==> config.mk <==
export PLATFORM = sky130hd
export DESIGN_NAME = serial_add_ctrl_flat
export DESIGN_NICKNAME = d
export VERILOG_FILES = /design/src/rtl/serial_add_ctrl_if.sv /design/src/rtl/serial_add_ctrl.sv /design/src/flat_wrapper.sv
export SDC_FILE = /design/constraint.sdc
export NUM_CORES = 1
export LEC_CHECK = 0
export BUFFER_PORTS_ARGS = -buffer_cell sky130_fd_sc_hd__buf_2
export CAP_MARGIN = 20
export CELL_PAD_IN_SITES_DETAIL_PLACEMENT = 2
export CELL_PAD_IN_SITES_GLOBAL_PLACEMENT = 2
export CORE_MARGIN = 2
export CORE_UTILIZATION = 35
export CTS_BUF_LIST = sky130_fd_sc_hd__clkbuf_8
export DETAILED_ROUTE_END_ITERATION = 10
export PLACE_DENSITY = 0.79
export SLEW_MARGIN = 20
export SYNTH_ARGS = -nofsm -noshare
export SYNTH_HDL_FRONTEND = slang
export SYNTH_SLANG_ARGS = --single-unit
==> constraint.sdc <==
create_clock -name CLK -period 1.5 [get_ports CLK]
set_clock_uncertainty 0.1 [all_clocks]
set_input_delay 0.15 -clock CLK [delete_from_list [all_inputs] [get_ports CLK]]
set_output_delay 0.15 -clock CLK [all_outputs]
set_load 0.1 [all_outputs]
==> src/rtl/serial_add_ctrl_if.sv <==
// Requester-side bundle for the bit-serial adder sequencer.
// master : requester (drives START, A, B, ACK; observes READY, BUSY, DONE, S, C)
// slave  : serial_add_ctrl (the sequencer itself)
interface serial_add_ctrl_if #(
    parameter int WIDTH = 8
);
    logic             START;
    logic [WIDTH-1:0] A;
    logic [WIDTH-1:0] B;
    logic             ACK;
    logic             READY;
    logic             BUSY;
    logic             DONE;
    logic [WIDTH-1:0] S;
    logic             C;

    modport master (
        output START, A, B, ACK,
        input  READY, BUSY, DONE, S, C
    );

    modport slave (
        input  START, A, B, ACK,
        output READY, BUSY, DONE, S, C
    );
endinterface

==> src/rtl/serial_add_ctrl.sv <==
// Sequencer for a bit-serial adder: one full-adder slice (two half-adder
// stages) is reused across WIDTH bits, LSB first, one bit per clock.
//
// Ports:
//   CLK  - system clock, rising edge
//   RST  - asynchronous, active-high reset
//   bus  - slave side of serial_add_ctrl_if:
//          START/READY accept handshake, A/B operands,
//          DONE/ACK result handshake, S sum, C carry-out,
//          BUSY high while bits are being processed.
//
// state   | meaning
// --------+--------------------------------------------------
// IDLE    | READY=1, waiting for START; last S/C still shown
// RUN     | BUSY=1, one operand bit processed per clock
// DONE    | DONE=1, S/C valid, waiting for ACK
module serial_add_ctrl #(
    parameter int WIDTH = 8
) (
    input  logic             CLK,
    input  logic             RST,
    serial_add_ctrl_if.slave bus
);

    localparam int CNT_W = (WIDTH > 2) ? $clog2(WIDTH) : 1;
    localparam logic [CNT_W-1:0] CNT_LAST = CNT_W'(WIDTH - 1);

    localparam logic [1:0] ST_IDLE = 2'd0;
    localparam logic [1:0] ST_RUN  = 2'd1;
    localparam logic [1:0] ST_DONE = 2'd2;

    logic [1:0]       state;
    logic [WIDTH-1:0] a_sh;
    logic [WIDTH-1:0] b_sh;
    logic             cy;
    logic [CNT_W-1:0] cnt;
    logic [WIDTH-1:0] s_reg;
    logic             c_reg;

    // Shared full-adder slice built from two half-adder stages.
    logic p, g, t, s_bit, cy_next;

    assign p       = a_sh[0] ^ b_sh[0];
    assign g       = a_sh[0] & b_sh[0];
    assign s_bit   = p ^ cy;
    assign t       = p & cy;
    assign cy_next = g | t;

    assign bus.READY = (state == ST_IDLE);
    assign bus.BUSY  = (state == ST_RUN);
    assign bus.DONE  = (state == ST_DONE);
    assign bus.S     = s_reg;
    assign bus.C     = c_reg;

    always_ff @(posedge CLK or posedge RST) begin
        if (RST) begin
            state <= ST_IDLE;
            a_sh  <= '0;
            b_sh  <= '0;
            cy    <= 1'b0;
            cnt   <= '0;
            s_reg <= '0;
            c_reg <= 1'b0;
        end else begin
            case (state)
                ST_IDLE: begin
                    if (bus.START) begin
                        a_sh  <= bus.A;
                        b_sh  <= bus.B;
                        cy    <= 1'b0;
                        cnt   <= '0;
                        s_reg <= '0;
                        c_reg <= 1'b0;
                        state <= ST_RUN;
                    end
                end
                ST_RUN: begin
                    a_sh  <= a_sh >> 1;
                    b_sh  <= b_sh >> 1;
                    cy    <= cy_next;
                    // Sum bits enter at the MSB so bit i lands at S[i] after WIDTH shifts.
                    s_reg <= {s_bit, s_reg[WIDTH-1:1]};
                    if (cnt == CNT_LAST) begin
                        // Final carry goes to C only; counter parked at 0 for the next run.
                        cnt   <= '0;
                        c_reg <= cy_next;
                        state <= ST_DONE;
                    end else begin
                        cnt <= cnt + 1'b1;
                    end
                end
                ST_DONE: begin
                    if (bus.ACK) begin
                        state <= ST_IDLE;
                    end
                end
                default: begin
                    state <= ST_IDLE;
                end
            endcase
        end
    end

endmodule

==> src/flat_wrapper.sv <==
// flat-port wrapper written by rule: the top's interface ports become plain ports
module serial_add_ctrl_flat 
#(
    parameter int WIDTH = 8
)
  (CLK, RST, bus_START, bus_A, bus_B, bus_ACK, bus_READY, bus_BUSY, bus_DONE, bus_S, bus_C);
  serial_add_ctrl_if #(.WIDTH(WIDTH)) bus_i ();
  input  logic CLK;
  input  logic RST;
  input wire logic [$bits(bus_i.START)-1:0] bus_START;
  input wire logic [$bits(bus_i.A)-1:0] bus_A;
  input wire logic [$bits(bus_i.B)-1:0] bus_B;
  input wire logic [$bits(bus_i.ACK)-1:0] bus_ACK;
  output wire logic [$bits(bus_i.READY)-1:0] bus_READY;
  output wire logic [$bits(bus_i.BUSY)-1:0] bus_BUSY;
  output wire logic [$bits(bus_i.DONE)-1:0] bus_DONE;
  output wire logic [$bits(bus_i.S)-1:0] bus_S;
  output wire logic [$bits(bus_i.C)-1:0] bus_C;
  assign bus_i.START = bus_START;
  assign bus_i.A = bus_A;
  assign bus_i.B = bus_B;
  assign bus_i.ACK = bus_ACK;
  assign bus_READY = bus_i.READY;
  assign bus_BUSY = bus_i.BUSY;
  assign bus_DONE = bus_i.DONE;
  assign bus_S = bus_i.S;
  assign bus_C = bus_i.C;
  serial_add_ctrl #(.WIDTH(WIDTH)) u_core (.CLK(CLK), .RST(RST), .bus(bus_i));
endmodule
==> run summary <==
First-pass GRT wire length = 7.29 mm
Initial DRC Count = 40
Vias per cell = 5.43
# port buffers = 31
Remaining antenna violation count = 0
Synthesized cell area = 0.00142 sq mm
Post-synthesis sequential area ratio = 54.7%
Design area = 0.00191 sq mm
#FFs+latches synth = 31
Nets = 195
DRC viols = 0
WS Path Type = reg2out
Antenna violations before repair = 0
Buf/Inv on CP = 2
Hold EP = u_core.a_sh[7]$_DFFE_PP0P_
Hold Path Origin = bus_A[7]
Net switching power = 2510 uW
Net Sw Frac = 48.1%
Layout Area Growth over Synthesis = 35.0%
Largest net degree at the start of global routing = 32
Clk sinks = 31
Hold Path Cell Cnt = 3
Clock Latency Late Sink = 0.29 ns
Vias = 1,212
Die width = 67.6 um
Int Power = 2710 uW
Antenna cells = 0
Slowest stage delay, CP = 0.46 ns
Status = finished clean
Reg2reg path depth = 5
Worst-path clk slew = 0.06 ns
FF-to-FF Start = u_core.state[1]$_DFFE_PP0P_
Sum Neg Setup Slack = 0 ns
Fraction of power consumed by the clock network = 16.7%
Setup crit start kind = flip-flop
Routed WL per cell = 20.4 um
Synth Warn # = 0
PD cells = 2730 mW/mm^2
Top Ports = 32
Internal reg-to-reg setup slack = 0.05 ns
GRT Resource Usage Total = 22.3%
Comb power frac = 53.4%
Placed Area = 0.00167 sq mm
Worst path cell trace = buf_6, nor2_4, buf_12
Flop pwr share = 30.0%
Htree depth = 2
Area of the core = 0.00394 sq mm
Critical Path AT = 1.21 ns
Relative slew slack = 67.6%
R2r endpoint = u_core.a_sh[2]$_DFFE_PP0P_
Cell variety after synth = 23
Final worst path period share = 97.5%
Worst hold path type = in2reg
FMAX = 683 MHz
Chip height = 67.6 um
Setup violations, final = 0
Worst-margin pin slew = 0.490 ns
Worst path slowest cell = dfrtp_2
Peak supply drop = 0.000702 V
Final WL = 4.54 mm
Crit Path Max Fanout = 6
Initial core utilization = 36.0%
Vias in the first global route = 1,337
Fin. Hold Viols = 0
Syn nets = 149
Final GP Congestion = 0.747
Crit. End Element = output port
HPWL after DPL = 2.73 mm
MaxCap Viol Count = 0
Minimum clock period = 1.46 ns
Share of layout cells above drive strength 1 = 37.6%
Synthesized instance count = 126
Number of fill cells in the layout = 407
Clk buf depth = 2
Critical path's top delay family = flip-flops
Die ar. = 0.00458 sq mm
Pre-Repair DR Iteration Count = 3
CTS tree = yes
Syn Area/Cell = 11.3 sq um
Pleak = 0.000868 uW
Total CTS buffers = 5
Max Slew Vio Count = 0
Fin Hold WS = 0.0118 ns
Overflow after GRT = 0
Root Driver = clkbuf_8
CP required = 1.25 ns
FP Rows = 23
[flip-flops by register name, indices dropped and copies added, names as in the netlist]
| register | cells |
|---|---|
| u_core.bus.S | 8 |
| u_core.cnt | 3 |
| u_core.bus.C | 1 |
| u_core.a_sh | 8 |
| u_core.state | 2 |
| u_core.cy | 1 |
| u_core.b_sh | 8 |
[final cells by class]
type	instances	area, sq um	area share, %
flip-flops and latches	31	778	40.7
clock inverters	2	35.0	1.83
clock buffers	6	82.6	4.32
multi-input cells	80	556	29.0
inverters	4	31.3	1.64
well taps	50	62.6	3.27
repair buffers	50	368	19.2
[kinds of logic after synthesis]
| family | count (synthesis) | share of synthesized area (%) |
|---|---|---|
| AO/OA/AOI/OAI | 62 | 28.4 |
| flip-flops | 31 | 54.7 |
| buffers and inverters | 15 | 7.68 |
| AND/OR/NAND/NOR | 14 | 5.30 |
| adder cells (fa/ha/maj) | 3 | 3.18 |
| multiplexers | 1 | 0.706 |
[per-layer routing]
layer	global-route usage [%]	share of wire, %	wire length [um]
met5	0	0	0
met4	7.65	1.6	74
met3	6.00	3.5	158
met2	38.0	52	2360
met1	27.0	43	1950
[synthesized netlist by cell type]
cell type | number | area share [%]
o21ai_0 | 5 | 1.8
buf_6 | 3 | 2.4
o22ai_1 | 28 | 12
fa_1 | 1 | 1.4
inv_1 | 3 | 0.79
nand2b_4 | 1 | 0.97
o31ai_2 | 1 | 0.88
nor2_1 | 3 | 0.79
o31ai_1 | 1 | 0.53
buf_4 | 3 | 1.6
ha_1 | 2 | 1.8
mux2i_1 | 1 | 0.71
nand2_1 | 6 | 1.6
nor2b_1 | 2 | 0.88
a22o_1 | 11 | 6.8
dfrtp_1 | 31 | 55
buf_2 | 4 | 1.4
buf_8 | 1 | 1.1
o21bai_2 | 1 | 0.79
a21oi_1 | 15 | 5.3
nand2b_2 | 1 | 0.62
nand2b_1 | 1 | 0.44
inv_4 | 1 | 0.44
[worst max-delay path by stage]
stage	from	end	slack, ns	cells past startpoint
final	u_core.state[0]$_DFFE_PP0P_	bus_READY	0.04	3
after floorplan	u_core.state[1]$_DFFE_PP0P_	bus_DONE	0.06	4
after global routing	u_core.cy$_DFFE_PP0P_	u_core.bus.C$_DFFE_PP0P_	-0.002	4
after global placement	u_core.cy$_DFFE_PP0P_	u_core.bus.C$_DFFE_PP0P_	0.13	4
after CTS	u_core.state[1]$_DFFE_PP0P_	bus_BUSY	0.001	3
after detailed placement	u_core.state[1]$_DFFE_PP0P_	u_core.a_sh[2]$_DFFE_PP0P_	0.05	4
[cell usage in the layout (no fill, tap or decap), drive strengths merged, types with 3 or more instances in the layout]
master   n
nand2    6
buf     48
o22ai   28
dfrtp   31
clkbuf   6
a22o    11
nor2     3
nand2b   3
a21oi   15
o21ai    5
[worst min-delay path: cells and delay by family]
kind | cells | cell delay (ns)
compound gates | 1 | 0.06
simple gates | 1 | 0.04
buf+inv | 1 | 0.10
[metrics by stage]
stage               cells  power [uW]  util (%)  setup slack [ns]
floorplan             126        3500         -            0.0622
global placement      203        3920      42.3             0.125
detailed placement    203        4060      42.3            0.0473
CTS                   219        5030      47.0           0.00128
global route          223        5550      48.5          -0.00176
finish                223        5220      48.5            0.0368
[power groups by stage]
stage	clock, uW	sequential (uW)	combinational [uW]
6_report	871	1560	2790
4_1_cts	884	1550	2600
5_1_grt	932	1610	3000
2_1_floorplan	0	2180	1320
3_3_place_gp	0	1520	2400
3_5_place_dp	0	1570	2500
[repair_timing]
item,4_1_cts,5_1_grt
gates cloned,0,0
endpoints found under the setup margin,3,14
buffers inserted,6,4
hold buffers,2,0
endpoints found under the hold margin,32,0
gates resized for setup,3,6
No activity file was read; power rests on OpenSTA's default activity.
